<file path="config.mk">
export PLATFORM = sky130hd
export DESIGN_NAME = load_store_unit_flat
export DESIGN_NICKNAME = d
export VERILOG_FILES = /design/src/rtl/load_store_unit_if.sv /design/src/rtl/load_store_unit.sv /design/src/flat_wrapper.sv
export SDC_FILE = /design/constraint.sdc
export NUM_CORES = 1
export LEC_CHECK = 0
export ABC_CLOCK_PERIOD_IN_PS = 3800
export CORE_ASPECT_RATIO = 1.25
export CORE_MARGIN = 5
export CORE_UTILIZATION = 45
export CTS_BUF_LIST = sky130_fd_sc_hd__clkbuf_4
export DETAILED_ROUTE_END_ITERATION = 12
export PLACE_DENSITY = 0.92
export SKIP_CTS_REPAIR_TIMING = 1
export SLEW_MARGIN = 20
export SYNTH_ARGS = -nofsm -noshare
export SYNTH_HDL_FRONTEND = slang
export SYNTH_SLANG_ARGS = --single-unit
</file>
<file path="constraint.sdc">
create_clock -name clk -period 3.8 [get_ports clk]
set_input_delay 0.76 -clock clk [delete_from_list [all_inputs] [get_ports clk]]
set_output_delay 0.76 -clock clk [all_outputs]
set_load 0.02 [all_outputs]
</file>
<file path="src/rtl/load_store_unit_if.sv">
// Core-side and memory-side signal bundle for the load/store unit.
// master = the LSU itself, slave = the core/memory environment around it.
interface load_store_unit_if;
   logic        lsu_valid;
   logic        lsu_we;
   logic [2:0]  lsu_funct3;
   logic [31:0] lsu_addr;
   logic [31:0] lsu_wdata;
   logic        lsu_stall;
   logic        lsu_done;
   logic [31:0] lsu_rdata;
   logic        lsu_err;

   logic        mem_req;
   logic        mem_we;
   logic [31:0] mem_addr;
   logic [3:0]  mem_be;
   logic [31:0] mem_wdata;
   logic        mem_gnt;
   logic        mem_rvalid;
   logic [31:0] mem_rdata;

   modport master (
      input  lsu_valid, lsu_we, lsu_funct3, lsu_addr, lsu_wdata,
      output lsu_stall, lsu_done, lsu_rdata, lsu_err,
      output mem_req, mem_we, mem_addr, mem_be, mem_wdata,
      input  mem_gnt, mem_rvalid, mem_rdata
   );

   modport slave (
      output lsu_valid, lsu_we, lsu_funct3, lsu_addr, lsu_wdata,
      input  lsu_stall, lsu_done, lsu_rdata, lsu_err,
      input  mem_req, mem_we, mem_addr, mem_be, mem_wdata,
      output mem_gnt, mem_rvalid, mem_rdata
   );
endinterface

</file>
<file path="src/rtl/load_store_unit.sv">
// RISC-V load/store unit: one outstanding word-bus access with byte lanes,
// sign/zero extension, legality/alignment checks and a request/wait timeout.
module load_store_unit #(
   parameter int WAIT_MAX = 15
) (
   input logic               clk,
   input logic               rst_n,
   load_store_unit_if.master bus
);

   localparam int CW = (WAIT_MAX < 2) ? 1 : $clog2(WAIT_MAX);
   localparam logic [CW-1:0] LAST = CW'(WAIT_MAX - 1);

   typedef enum logic [1:0] {IDLE, REQ, WAIT, RESP} state_t;

   state_t        r_state;
   logic          r_we;
   logic [2:0]    r_funct3;
   logic [1:0]    r_addr_lo;
   logic [CW-1:0] r_count;
   logic          r_mem_req;
   logic [31:0]   r_mem_addr;
   logic [3:0]    r_mem_be;
   logic [31:0]   r_mem_wdata;
   logic          r_done;
   logic          r_err;
   logic [31:0]   r_rdata;

   logic [1:0]    w_size;
   logic          w_legal;
   logic          w_aligned;
   logic [3:0]    w_be;
   logic [31:0]   w_wdata;
   logic [31:0]   w_shifted;
   logic [31:0]   w_load;
   logic [31:0]   w_resp;

   // funct3[1:0] is the access size; funct3[2] is the unsigned flag, loads only
   always_comb begin
      w_size    = bus.lsu_funct3[1:0];
      w_legal   = (w_size != 2'b11) &&
                  (!bus.lsu_funct3[2] || (!bus.lsu_we && w_size != 2'b10));
      w_aligned = 1'b1;
      w_be      = 4'b1111;
      w_wdata   = bus.lsu_wdata;
      case (w_size)
         2'b00: begin
            w_be    = 4'b0001 << bus.lsu_addr[1:0];
            w_wdata = {4{bus.lsu_wdata[7:0]}};
         end
         2'b01: begin
            w_aligned = ~bus.lsu_addr[0];
            w_be      = 4'b0011 << bus.lsu_addr[1:0];
            w_wdata   = {2{bus.lsu_wdata[15:0]}};
         end
         default: begin
            w_aligned = (bus.lsu_addr[1:0] == 2'b00);
         end
      endcase
   end

   always_comb begin
      w_shifted = bus.mem_rdata >> {r_addr_lo, 3'b000};
      case (r_funct3)
         3'b000:  w_load = {{24{w_shifted[7]}}, w_shifted[7:0]};
         3'b001:  w_load = {{16{w_shifted[15]}}, w_shifted[15:0]};
         3'b100:  w_load = {24'd0, w_shifted[7:0]};
         3'b101:  w_load = {16'd0, w_shifted[15:0]};
         default: w_load = w_shifted;
      endcase
      w_resp = r_we ? 32'd0 : w_load;
   end

   // A response in the last allowed cycle wins over the timeout
   always_ff @(posedge clk or negedge rst_n) begin
      if (!rst_n) begin
         r_state     <= IDLE;
         r_we        <= 1'b0;
         r_funct3    <= 3'b000;
         r_addr_lo   <= 2'b00;
         r_count     <= '0;
         r_mem_req   <= 1'b0;
         r_mem_addr  <= 32'd0;
         r_mem_be    <= 4'b0000;
         r_mem_wdata <= 32'd0;
         r_done      <= 1'b0;
         r_err       <= 1'b0;
         r_rdata     <= 32'd0;
      end else begin
         r_done <= 1'b0;
         case (r_state)
            IDLE: begin
               if (bus.lsu_valid) begin
                  if (w_legal && w_aligned) begin
                     r_we        <= bus.lsu_we;
                     r_funct3    <= bus.lsu_funct3;
                     r_addr_lo   <= bus.lsu_addr[1:0];
                     r_mem_addr  <= {bus.lsu_addr[31:2], 2'b00};
                     r_mem_be    <= w_be;
                     r_mem_wdata <= w_wdata;
                     r_mem_req   <= 1'b1;
                     r_count     <= '0;
                     r_err       <= 1'b0;
                     r_state     <= REQ;
                  end else begin
                     r_err   <= 1'b1;
                     r_rdata <= 32'd0;
                     r_done  <= 1'b1;
                     r_state <= RESP;
                  end
               end
            end
            REQ: begin
               if (bus.mem_gnt && bus.mem_rvalid) begin
                  r_mem_req <= 1'b0;
                  r_rdata   <= w_resp;
                  r_done    <= 1'b1;
                  r_state   <= RESP;
               end else if (r_count == LAST) begin
                  r_mem_req <= 1'b0;
                  r_err     <= 1'b1;
                  r_rdata   <= 32'd0;
                  r_done    <= 1'b1;
                  r_state   <= RESP;
               end else begin
                  r_count <= r_count + 1'b1;
                  if (bus.mem_gnt) begin
                     r_mem_req <= 1'b0;
                     r_state   <= WAIT;
                  end
               end
            end
            WAIT: begin
               if (bus.mem_rvalid) begin
                  r_rdata <= w_resp;
                  r_done  <= 1'b1;
                  r_state <= RESP;
               end else if (r_count == LAST) begin
                  r_err   <= 1'b1;
                  r_rdata <= 32'd0;
                  r_done  <= 1'b1;
                  r_state <= RESP;
               end else begin
                  r_count <= r_count + 1'b1;
               end
            end
            RESP: begin
               r_err   <= 1'b0;
               r_rdata <= 32'd0;
               r_count <= '0;
               r_state <= IDLE;
            end
            default: r_state <= IDLE;
         endcase
      end
   end

   assign bus.lsu_stall = (r_state == REQ) || (r_state == WAIT) ||
                          ((r_state == IDLE) && bus.lsu_valid);
   assign bus.lsu_done  = r_done;
   assign bus.lsu_err   = r_err;
   assign bus.lsu_rdata = r_rdata;
   assign bus.mem_req   = r_mem_req;
   assign bus.mem_we    = r_we;
   assign bus.mem_addr  = r_mem_addr;
   assign bus.mem_be    = r_mem_be;
   assign bus.mem_wdata = r_mem_wdata;

endmodule

</file>
<file path="src/flat_wrapper.sv">
// flat-port wrapper written by rule: the top's interface ports become plain ports
module load_store_unit_flat 
#(
   parameter int WAIT_MAX = 15
)
  (clk, rst_n, bus_lsu_valid, bus_lsu_we, bus_lsu_funct3, bus_lsu_addr, bus_lsu_wdata, bus_lsu_stall, bus_lsu_done, bus_lsu_rdata, bus_lsu_err, bus_mem_req, bus_mem_we, bus_mem_addr, bus_mem_be, bus_mem_wdata, bus_mem_gnt, bus_mem_rvalid, bus_mem_rdata);
  load_store_unit_if bus_i ();
  input logic clk;
  input logic rst_n;
  input wire logic [$bits(bus_i.lsu_valid)-1:0] bus_lsu_valid;
  input wire logic [$bits(bus_i.lsu_we)-1:0] bus_lsu_we;
  input wire logic [$bits(bus_i.lsu_funct3)-1:0] bus_lsu_funct3;
  input wire logic [$bits(bus_i.lsu_addr)-1:0] bus_lsu_addr;
  input wire logic [$bits(bus_i.lsu_wdata)-1:0] bus_lsu_wdata;
  output wire logic [$bits(bus_i.lsu_stall)-1:0] bus_lsu_stall;
  output wire logic [$bits(bus_i.lsu_done)-1:0] bus_lsu_done;
  output wire logic [$bits(bus_i.lsu_rdata)-1:0] bus_lsu_rdata;
  output wire logic [$bits(bus_i.lsu_err)-1:0] bus_lsu_err;
  output wire logic [$bits(bus_i.mem_req)-1:0] bus_mem_req;
  output wire logic [$bits(bus_i.mem_we)-1:0] bus_mem_we;
  output wire logic [$bits(bus_i.mem_addr)-1:0] bus_mem_addr;
  output wire logic [$bits(bus_i.mem_be)-1:0] bus_mem_be;
  output wire logic [$bits(bus_i.mem_wdata)-1:0] bus_mem_wdata;
  input wire logic [$bits(bus_i.mem_gnt)-1:0] bus_mem_gnt;
  input wire logic [$bits(bus_i.mem_rvalid)-1:0] bus_mem_rvalid;
  input wire logic [$bits(bus_i.mem_rdata)-1:0] bus_mem_rdata;
  assign bus_i.lsu_valid = bus_lsu_valid;
  assign bus_i.lsu_we = bus_lsu_we;
  assign bus_i.lsu_funct3 = bus_lsu_funct3;
  assign bus_i.lsu_addr = bus_lsu_addr;
  assign bus_i.lsu_wdata = bus_lsu_wdata;
  assign bus_lsu_stall = bus_i.lsu_stall;
  assign bus_lsu_done = bus_i.lsu_done;
  assign bus_lsu_rdata = bus_i.lsu_rdata;
  assign bus_lsu_err = bus_i.lsu_err;
  assign bus_mem_req = bus_i.mem_req;
  assign bus_mem_we = bus_i.mem_we;
  assign bus_mem_addr = bus_i.mem_addr;
  assign bus_mem_be = bus_i.mem_be;
  assign bus_mem_wdata = bus_i.mem_wdata;
  assign bus_i.mem_gnt = bus_mem_gnt;
  assign bus_i.mem_rvalid = bus_mem_rvalid;
  assign bus_i.mem_rdata = bus_mem_rdata;
  load_store_unit #(.WAIT_MAX(WAIT_MAX)) u_core (.clk(clk), .rst_n(rst_n), .bus(bus_i));
endmodule
</file>
### Yosys cells after proc, flatten, opt, wreduce, memory -nomap -nowiden

Index checks and enable logic that the tools add are counted.

| storage, ports and cells | value |
|---|---|
| input bits | 105 |
| word-level logic and storage cells | 97 |
| register bits | 113 |
| output and inout bits | 105 |

| operators by class | value |
|---|---|
| equality and inequality tests | 17 |
| muxes and demuxes | 42 |
| add/subtract/negate cells | 1 |
| reduce and logical (&&, ||, !) cells | 21 |
| bitwise logic cells | 1 |
| shifts and indexed selects | 3 |

Operators with widths:

| operator | number |
|---|---|
| case mux 32 bit (4 select lines) | 2 |
| two-way mux 32 bit | 6 |
| case mux 32 bit (2 select lines) | 1 |
| >> shifter 32 x 5 -> 32 bit | 1 |
| two-way mux 4 bit | 5 |
| case mux 4 bit (4 select lines) | 1 |
| two-way mux 1 bit | 14 |
| two-way mux 2 bit | 7 |
| != test 2 bit (second input constant) | 6 |
| AND reduction 3 bit | 3 |
| case mux 2 bit (4 select lines) | 1 |
| case mux 4 bit (2 select lines) | 1 |
| AND reduction 4 bit | 2 |
| equality test 3 bit (second input constant) | 2 |
| logical NOT 2 bit | 3 |
| logical AND 1 bit | 5 |
| adder 4 x 1 -> 4 bit (second input constant) | 1 |
| equality test 2 x 1 -> 1 bit (second input constant) | 2 |
| equality test 2 bit (second input constant) | 2 |
| equality test 4 bit (second input constant) | 1 |
| != test 4 x 2 -> 1 bit (second input constant) | 1 |
| case mux 1 bit (2 select lines) | 2 |
| case mux 1 bit (4 select lines) | 1 |
| left shift 1 x 2 -> 4 bit (first input constant) | 1 |
| 11 further kinds | 14 |

### Longest topological paths before layout

Gate-level depths: netlist (run 1).

| depth | value |
|---|---|
| depth after elaboration | 8 |
| mapped depth | 8 |
| depth with buffers taken out | 6 |

### Worst setup path after synthesis (run 1)

Ideal clock, no wire load.

| timing path | value |
|---|---|
| path kind | input to register |
| start point | input port bus_lsu_funct3[0] |
| end point | register u_core.r_rdata[21], in the netlist u_core.bus.lsu_rdata[21] |
| library setup time | 0.121 ns |
| buffers on the path | 3 |
| path slack | 1.646 ns |
| data required time | 3.679 ns |
| stages on the path | 7 |
| data arrival time | 2.033 ns |
| path through | buf_2 nor4_4 o31ai_2 and4b_1 buf_2 buf_4 a22o_1 |

| on the way | value |
|---|---|
| word-level cells in the longest chain between the ends | 7 |
| elaborated cells on any way between the ends | 11 |
| classes of those cells | 4 x eq/ne; 1 x mux; 6 x reduce/logical |

Ends and longest elaborated chain:

| element | line | RTL |
|---|---|---|
| start, declared | flat_wrapper.sv:12 | `input wire logic [$bits(bus_i.lsu_funct3)-1:0] bus_lsu_funct3;` |
| != test 2 bit | load_store_unit.sv:42 | `(!bus.lsu_funct3[2] \|\| (!bus.lsu_we && w_size != 2'b10));` |
| logical AND 1 bit | load_store_unit.sv:42 |  |
| logical OR 1 bit | load_store_unit.sv:42 |  |
| logical AND 1 bit | load_store_unit.sv:41 | `w_legal = (w_size != 2'b11) &&` |
| logical AND 1 bit (*) | load_store_unit.sv:94 | `if (w_legal && w_aligned) begin` |
| != test 2 bit (no line) (*) | n/a |  |
| AND reduction 2 bit (no line) (*) | n/a |  |
| end signal, assigned | load_store_unit.sv:116 | `r_rdata <= w_resp;` |
| end signal, assigned | load_store_unit.sv:135 | `r_rdata <= w_resp;` |
| end, declared | load_store_unit.sv:27 | `logic [31:0] r_rdata;` |

Every way passes the cells marked *; elsewhere a longest branch is shown, timed or not.
A chain may end at the register's enable or synchronous reset.

### Worst setup path after layout (run 1)

| timing path | value |
|---|---|
| start point | register u_core.r_state[1] |
| end point | output port bus_lsu_stall |

| on the way | value |
|---|---|
| word-level cells in the longest chain between the ends | 3 |
| elaborated cells on any way between the ends | 6 |
| classes of those cells | 2 x eq/ne; 4 x reduce/logical |

Ends and longest elaborated chain:

| element | line | RTL |
|---|---|---|
| start, declared | load_store_unit.sv:16 | `state_t r_state;` |
| start signal, assigned | load_store_unit.sv:77 | `r_state <= IDLE;` |
| start signal, assigned | load_store_unit.sv:104 | `r_state <= REQ;` |
| start signal, assigned | load_store_unit.sv:109 | `r_state <= RESP;` |
| equality test 2 x 1 -> 1 bit, or another cell as far along | load_store_unit.sv:158 | `assign bus.lsu_stall = (r_state == REQ) \|\| (r_state == WAIT) \|\|` |
| logical OR 1 bit / logical AND 1 bit (equally long branches) | load_store_unit.sv:158, load_store_unit.sv:159 |  |
| logical OR 1 bit (*) | load_store_unit.sv:158 |  |
| end, declared | flat_wrapper.sv:15 | `output wire logic [$bits(bus_i.lsu_stall)-1:0] bus_lsu_stall;` |

Marked as above.

==> results.json, run 1 <==
{
  "p_comb_share_pct": 51.7,
  "area_growth_pct": 43.7,
  "power.internal_uw": 3580,
  "core_um2": 12200,
  "grt_max_degree": 73,
  "crit_path_max_fanout": 12,
  "tns_ns": 0,
  "drt-initial-drc-count": 189,
  "slew_viol_final": 0,
  "avgViaCountPerCell": 5.52,
  "period_minus_slack_ns": 3.06,
  "start_util_pct": 46.1,
  "htree_levels": 4,
  "finalPower_uw": 6130,
  "yosys-top-cells-count": "dfrtp_1, nand2_1, mux2i_1",
  "io_buffers": 207,
  "max-slew-margin-rel_pct": 32.1,
  "syn_area_per_cell_um2": 11.3,
  "first_global_vias": 5117,
  "r2r_cells": 4,
  "cts.sinks": 113,
  "crit_start": "u_core.r_state[1]$_DFFE_PN0P_",
  "tightestPinTransition_ns": 1.02,
  "track_usage_pct": 22.1,
  "grt_pass1_wl_um": 25700,
  "pwr-share-clk_pct": 14.6,
  "clk_latency_ns": 0.50,
  "grt-ovfl-total": 0,
  "via_count": 4799,
  "cp.required_ns": 3.04,
  "cp-end-kind": "output port",
  "synthCells": 497,
  "clockBufferDepth": 2,
  "ys_seq_area_share_pct": 50.2,
  "p_leak_uw": 0.00349,
  "peakVddDrop_mv": 0.512,
  "min_path_type": "primary input to asynchronous set/reset pin",
  "yosys.area.top_type_share_pct": 50.2,
  "yosysTopAreaCell": "dfrtp_1",
  "drive_above_1_share_pct": 9.21,
  "netSwitchingFraction_pct": 41.6,
  "root_buffer": "clkbuf_4",
  "seq_power_share_pct": 33.7,
  "netlist_top_cells_area": "dfrtp_1, mux2i_1, mux2_1, o2bb2ai_1, a22o_1",
  "die_y_um": 135,
  "wire_per_inst_um": 18.6,
  "cts_buffers": 17,
  "reg2reg_setup_slack_ns": 1.35,
  "netSwitchingPower_uw": 2550,
  "drt-total-wl_um": 16200,
  "fin_worst_skew_ns": 0.0198,
  "fin_nets": 805,
  "rsz0062_at_grt": "false",
  "drtPass1Iterations": 5,
  "reg2reg_from": "u_core.r_addr_lo[0]$_DFFE_PN0P_",
  "synth-edff-count": 0,
  "die_area_um2": 14900,
  "critical_path_class": "flip-flop to output port",
  "yosys_warnings": 0,
  "maxCapViolations": 0,
  "ys.flop_type": "dfrtp_1",
  "antenna_cells": 0,
  "gp_congestion": 0.882,
  "die_width_um": 110,
  "placementRows": 45,
  "async_flop_share_pct": 100,
  "fin_crit_sh_pct": 80.4,
  "r2r_end": "u_core.bus.lsu_rdata[20]$_DFFE_PN0P_",
  "path_clk_slew_ns": 0.12,
  "yosysMostFrequentCell": "dfrtp_1",
  "drc": 0,
  "ys_types": 49,
  "ys_ff_latch": 113,
  "outcome": "complete, no violations",
  "startpoint_type": "flip-flop",
  "setup_viol": 0,
  "cts_tree": "built",
  "antenna_found_initial": 0,
  "cp.arrival_ns": 2.30,
  "io_pins": 210,
  "dpl.hpwl_um": 12200,
  "finalHoldViolations": 0,
  "fmax_mhz": 327,
  "drtAntennaViolNets": 0,
  "synth_area_um2": 5630,
  "powerDensity_nw_per_um2": 757,
  "final_util_pct": 66.2
}
[cell type report]
class                   instances  area, um^2
clock buffers                  17         128
multi-input cells             339        2600
inverters                       7        26.3
fillers                       908        4130
flip-flops and latches        113        2830
repair buffers                215        2140
well taps                     164         205
clock inverters                15         160
[cells by family after synthesis]
group | Yosys count | share of synthesized area (%)
buf+inv | 46 | 3.78
fa+ha+maj | 7 | 1.56
flops | 113 | 50.2
other cells | 1 | 0.0666
simple gates | 100 | 8.69
compound gates | 139 | 18.2
mux | 91 | 17.5
[critical path: stages (launching register included)]
cell,delay [ns]
dfrtp_1,0.43
inv_1,0.12
ha_1,0.54
a21o_1,0.13
clkdlybuf4s50_1,0.59
[worst max path at each step]
stage	to	slack [ns]	depth (start not counted)
after global placement	u_core.bus.lsu_rdata[4]$_DFFE_PN0P_	0.71	5
after global routing	bus_lsu_stall	0.55	4
after floorplan	u_core.bus.lsu_rdata[21]$_DFFE_PN0P_	1.65	7
final	bus_lsu_stall	0.74	4
after CTS	bus_lsu_stall	0.68	4
after detailed placement	u_core.bus.lsu_rdata[4]$_DFFE_PN0P_	0.67	5
[metrics by stage]
| stage | instance area, um^2 | worst slack, ns | hold slack [ns] | cells |
|---|---|---|---|---|
| 5_1_grt | 8090 | 0.552 | 0.283 | 870 |
| 4_1_cts | 8090 | 0.681 | 0.255 | 870 |
| 2_1_floorplan | 5630 | 1.65 | 0.464 | 498 |
| 3_3_place_gp | 7800 | 0.715 | 0.461 | 838 |
| 6_report | 8090 | 0.744 | 0.298 | 870 |
| 3_5_place_dp | 7800 | 0.667 | 0.474 | 838 |
[power groups by stage]
stage / Combinational, uW / Sequential, uW / Clock (uW)
floorplan: 1330 / 2490 / 0
global placement: 3060 / 2040 / 0
detailed placement: 3160 / 2080 / 0
CTS: 3180 / 2060 / 931
global route: 3380 / 2140 / 989
finish: 3170 / 2060 / 896
[cells in the final DEF, fill, tap and decap left out, types with 17 or more instances in the layout]
cell,Yosys,routed
a21oi_1,21,21
nand2_1,44,44
dfrtp_1,113,113
o2bb2ai_1,22,22
mux2_1,33,33
clkdlybuf4s50_1,0,206
nor2_1,23,23
a22o_1,20,20
clkbuf_4,0,17
mux2i_1,43,43
o21ai_0,33,33
[metal layers]
metal	up-vias	wire, um	GRT usage (%)
met2	197	8890	39.9
li1	2215	-	-
met3	22	1300	8.42
met5	-	0	0
met4	0	206	6.38
met1	2365	5760	23.6
[sequential cells by signal (all words and copies together) (netlist names)]
name                  flops
u_core.bus.lsu_rdata     32
u_core.bus.mem_wdata     32
u_core.bus.mem_addr      30
u_core.bus.mem_be         4
u_core.r_count            4
u_core.r_funct3           3
u_core.r_addr_lo          2
u_core.r_state            2
u_core.bus.lsu_done       1
u_core.bus.lsu_err        1
u_core.bus.mem_req        1
u_core.bus.mem_we         1
No activity file was read; power rests on OpenSTA's default activity.
==> inputs of run 2 (changes only) <==
- ABC_CLOCK_PERIOD_IN_PS: 3800 -> 2700
- CORE_UTILIZATION: 45 -> 42
- PLACE_DENSITY: 0.92 -> 0.91
- clock period: 3.8 -> 2.7 ns (I/O delays scaled with it)
==> results.json, run 2 (synthesis gave the netlist of run 1 again) <==
{
  "outcome": "complete, no violations",
  "grt-ovfl-total": 0,
  "worst_path_max_delay_cell": "dfrtp_1",
  "placementRows": 47,
  "max-slew-margin-rel_pct": 57.5,
  "cp-end-kind": "output port",
  "drtAntennaViolNets": 0,
  "drc": 0,
  "path_buf_inv": 2,
  "crit_path_max_fanout": 12,
  "powerDensity_nw_per_um2": 1070,
  "slowest_delay_ns": 0.43,
  "die_width_um": 114,
  "drive_above_1_share_pct": 10.2,
  "antenna_cells": 0,
  "fin_worst_skew_ns": 0.0165,
  "cts.sinks": 113,
  "clk_latency_ns": 0.52,
  "root_buffer": "clkbuf_4",
  "dpl.hpwl_um": 12700,
  "track_usage_pct": 21.2,
  "placed_area_um2": 7880,
  "grt_max_degree": 73,
  "p_leak_uw": 0.00355,
  "io_buffers": 207,
  "wire_per_inst_um": 18.9,
  "critical_path_class": "flip-flop to output port",
  "maxCapViolations": 0,
  "io_pins": 210,
  "htree_levels": 4,
  "cp.arrival_ns": 1.76,
  "rsz0062_at_grt": "false",
  "startpoint_type": "flip-flop",
  "die_y_um": 139,
  "die_area_um2": 15800,
  "gp_congestion": 0.856,
  "finalHoldViolations": 0,
  "cp.required_ns": 2.16,
  "core_um2": 13200,
  "path_delay_family": "flip-flops",
  "final_cell_mix": "clkdlybuf4s50_1, dfrtp_1, nand2_1",
  "fin_nets": 813,
  "use_met1_pct": 21.8,
  "cts_tree": "built",
  "drt-initial-drc-count": 248,
  "met3_usage_pct": 7.25,
  "finalPower_uw": 8800,
  "clockBufferDepth": 2,
  "start_util_pct": 42.7,
  "top_usage_layer": "met2",
  "setup_viol": 0,
  "slew_viol_final": 0,
  "path_clk_slew_ns": 0.10,
  "first_global_vias": 5282,
  "design_area_um2": 8200,
  "area_growth_pct": 45.7,
  "layout_commonest_cell": "clkdlybuf4s50_1",
  "fin_crit_sh_pct": 85.3,
  "worstPathCellList": "inv_1 > ha_4 > a21o_1 > dlymetal6s2s_1",
  "met2_usage_pct": 38.7,
  "drt-total-wl_um": 16700,
  "peakVddDrop_mv": 0.779,
  "min_path_type": "flip-flop to flip-flop",
  "period_minus_slack_ns": 2.30,
  "grt_pass1_wl_um": 26900,
  "tightestPinTransition_ns": 0.637,
  "via_count": 4885,
  "antenna_found_initial": 0,
  "fmax_mhz": 434,
  "drtPass1Iterations": 5,
  "cts_buffers": 17,
  "avgViaCountPerCell": 5.52
}
run 2: final timing paths:
path	start	endpoint	slack, ns	depth (start not counted)
max	u_core.r_state[1]$_DFFE_PN0P_	bus_lsu_stall	0.40	4
min in group asynchronous	rst_n	u_core.r_count[2]$_DFFE_PN0P_	0.55	2
min	u_core.bus.lsu_rdata[15]$_DFFE_PN0P_	u_core.bus.lsu_rdata[15]$_DFFE_PN0P_	0.50	1
min reg2reg	u_core.bus.lsu_rdata[15]$_DFFE_PN0P_	u_core.bus.lsu_rdata[15]$_DFFE_PN0P_	0.50	1
max in group asynchronous	rst_n	u_core.bus.mem_wdata[9]$_DFFE_PN0P_	1.35	3
max reg2reg	u_core.r_addr_lo[0]$_DFFE_PN0P_	u_core.bus.lsu_rdata[23]$_DFFE_PN0P_	0.62	6
run 2: worst register-to-register path: stages, from the launching register on:
cell and delay, ns:
dfrtp_1 0.47, buf_4 0.43, nor2b_1 0.14, o221ai_2 0.40, buf_4 0.25, o21ai_0 0.09, a22o_1 0.20
run 2: power by group:
| part | switching [uW] | internal, uW | total [uW] |
|---|---|---|---|
| registers | 485 | 2370 | 2850 |
| logic | 2430 | 2180 | 4610 |
| clock network | 688 | 649 | 1340 |
| total | 3600 | 5190 | 8800 |
run 2: layout make-up:
class | count | area (um^2)
fillers | 1026 | 4970
flip-flops and latches | 113 | 2830
multi-input cells | 339 | 2610
repair buffers | 223 | 2220
well taps | 171 | 214
clock inverters | 14 | 165
clock buffers | 18 | 135
inverters | 7 | 26.3
run 2: per-stage QoR:
stage	std cells	hold WS [ns]	setup TNS, ns	utilization, %	setup WS, ns
finish	885	0.498	0	62.3	0.397
global route	885	0.523	0	62.3	0.307
CTS	884	-0.0477	-0.212	62.1	-0.212
detailed placement	852	0.477	0	59.8	0.134
global placement	852	0.461	0	59.8	0.209
floorplan	498	0.244	0	-	0.766
run 2: layer usage:
| metal | routed length [um] | vias to the layer above | part of all wire, % |
|---|---|---|---|
| met5 | 0 | - | 0 |
| met4 | 499 | 0 | 3.0 |
| met3 | 1320 | 44 | 7.9 |
| met2 | 9060 | 220 | 54 |
| met1 | 5850 | 2380 | 35 |
| li1 | - | 2241 | - |
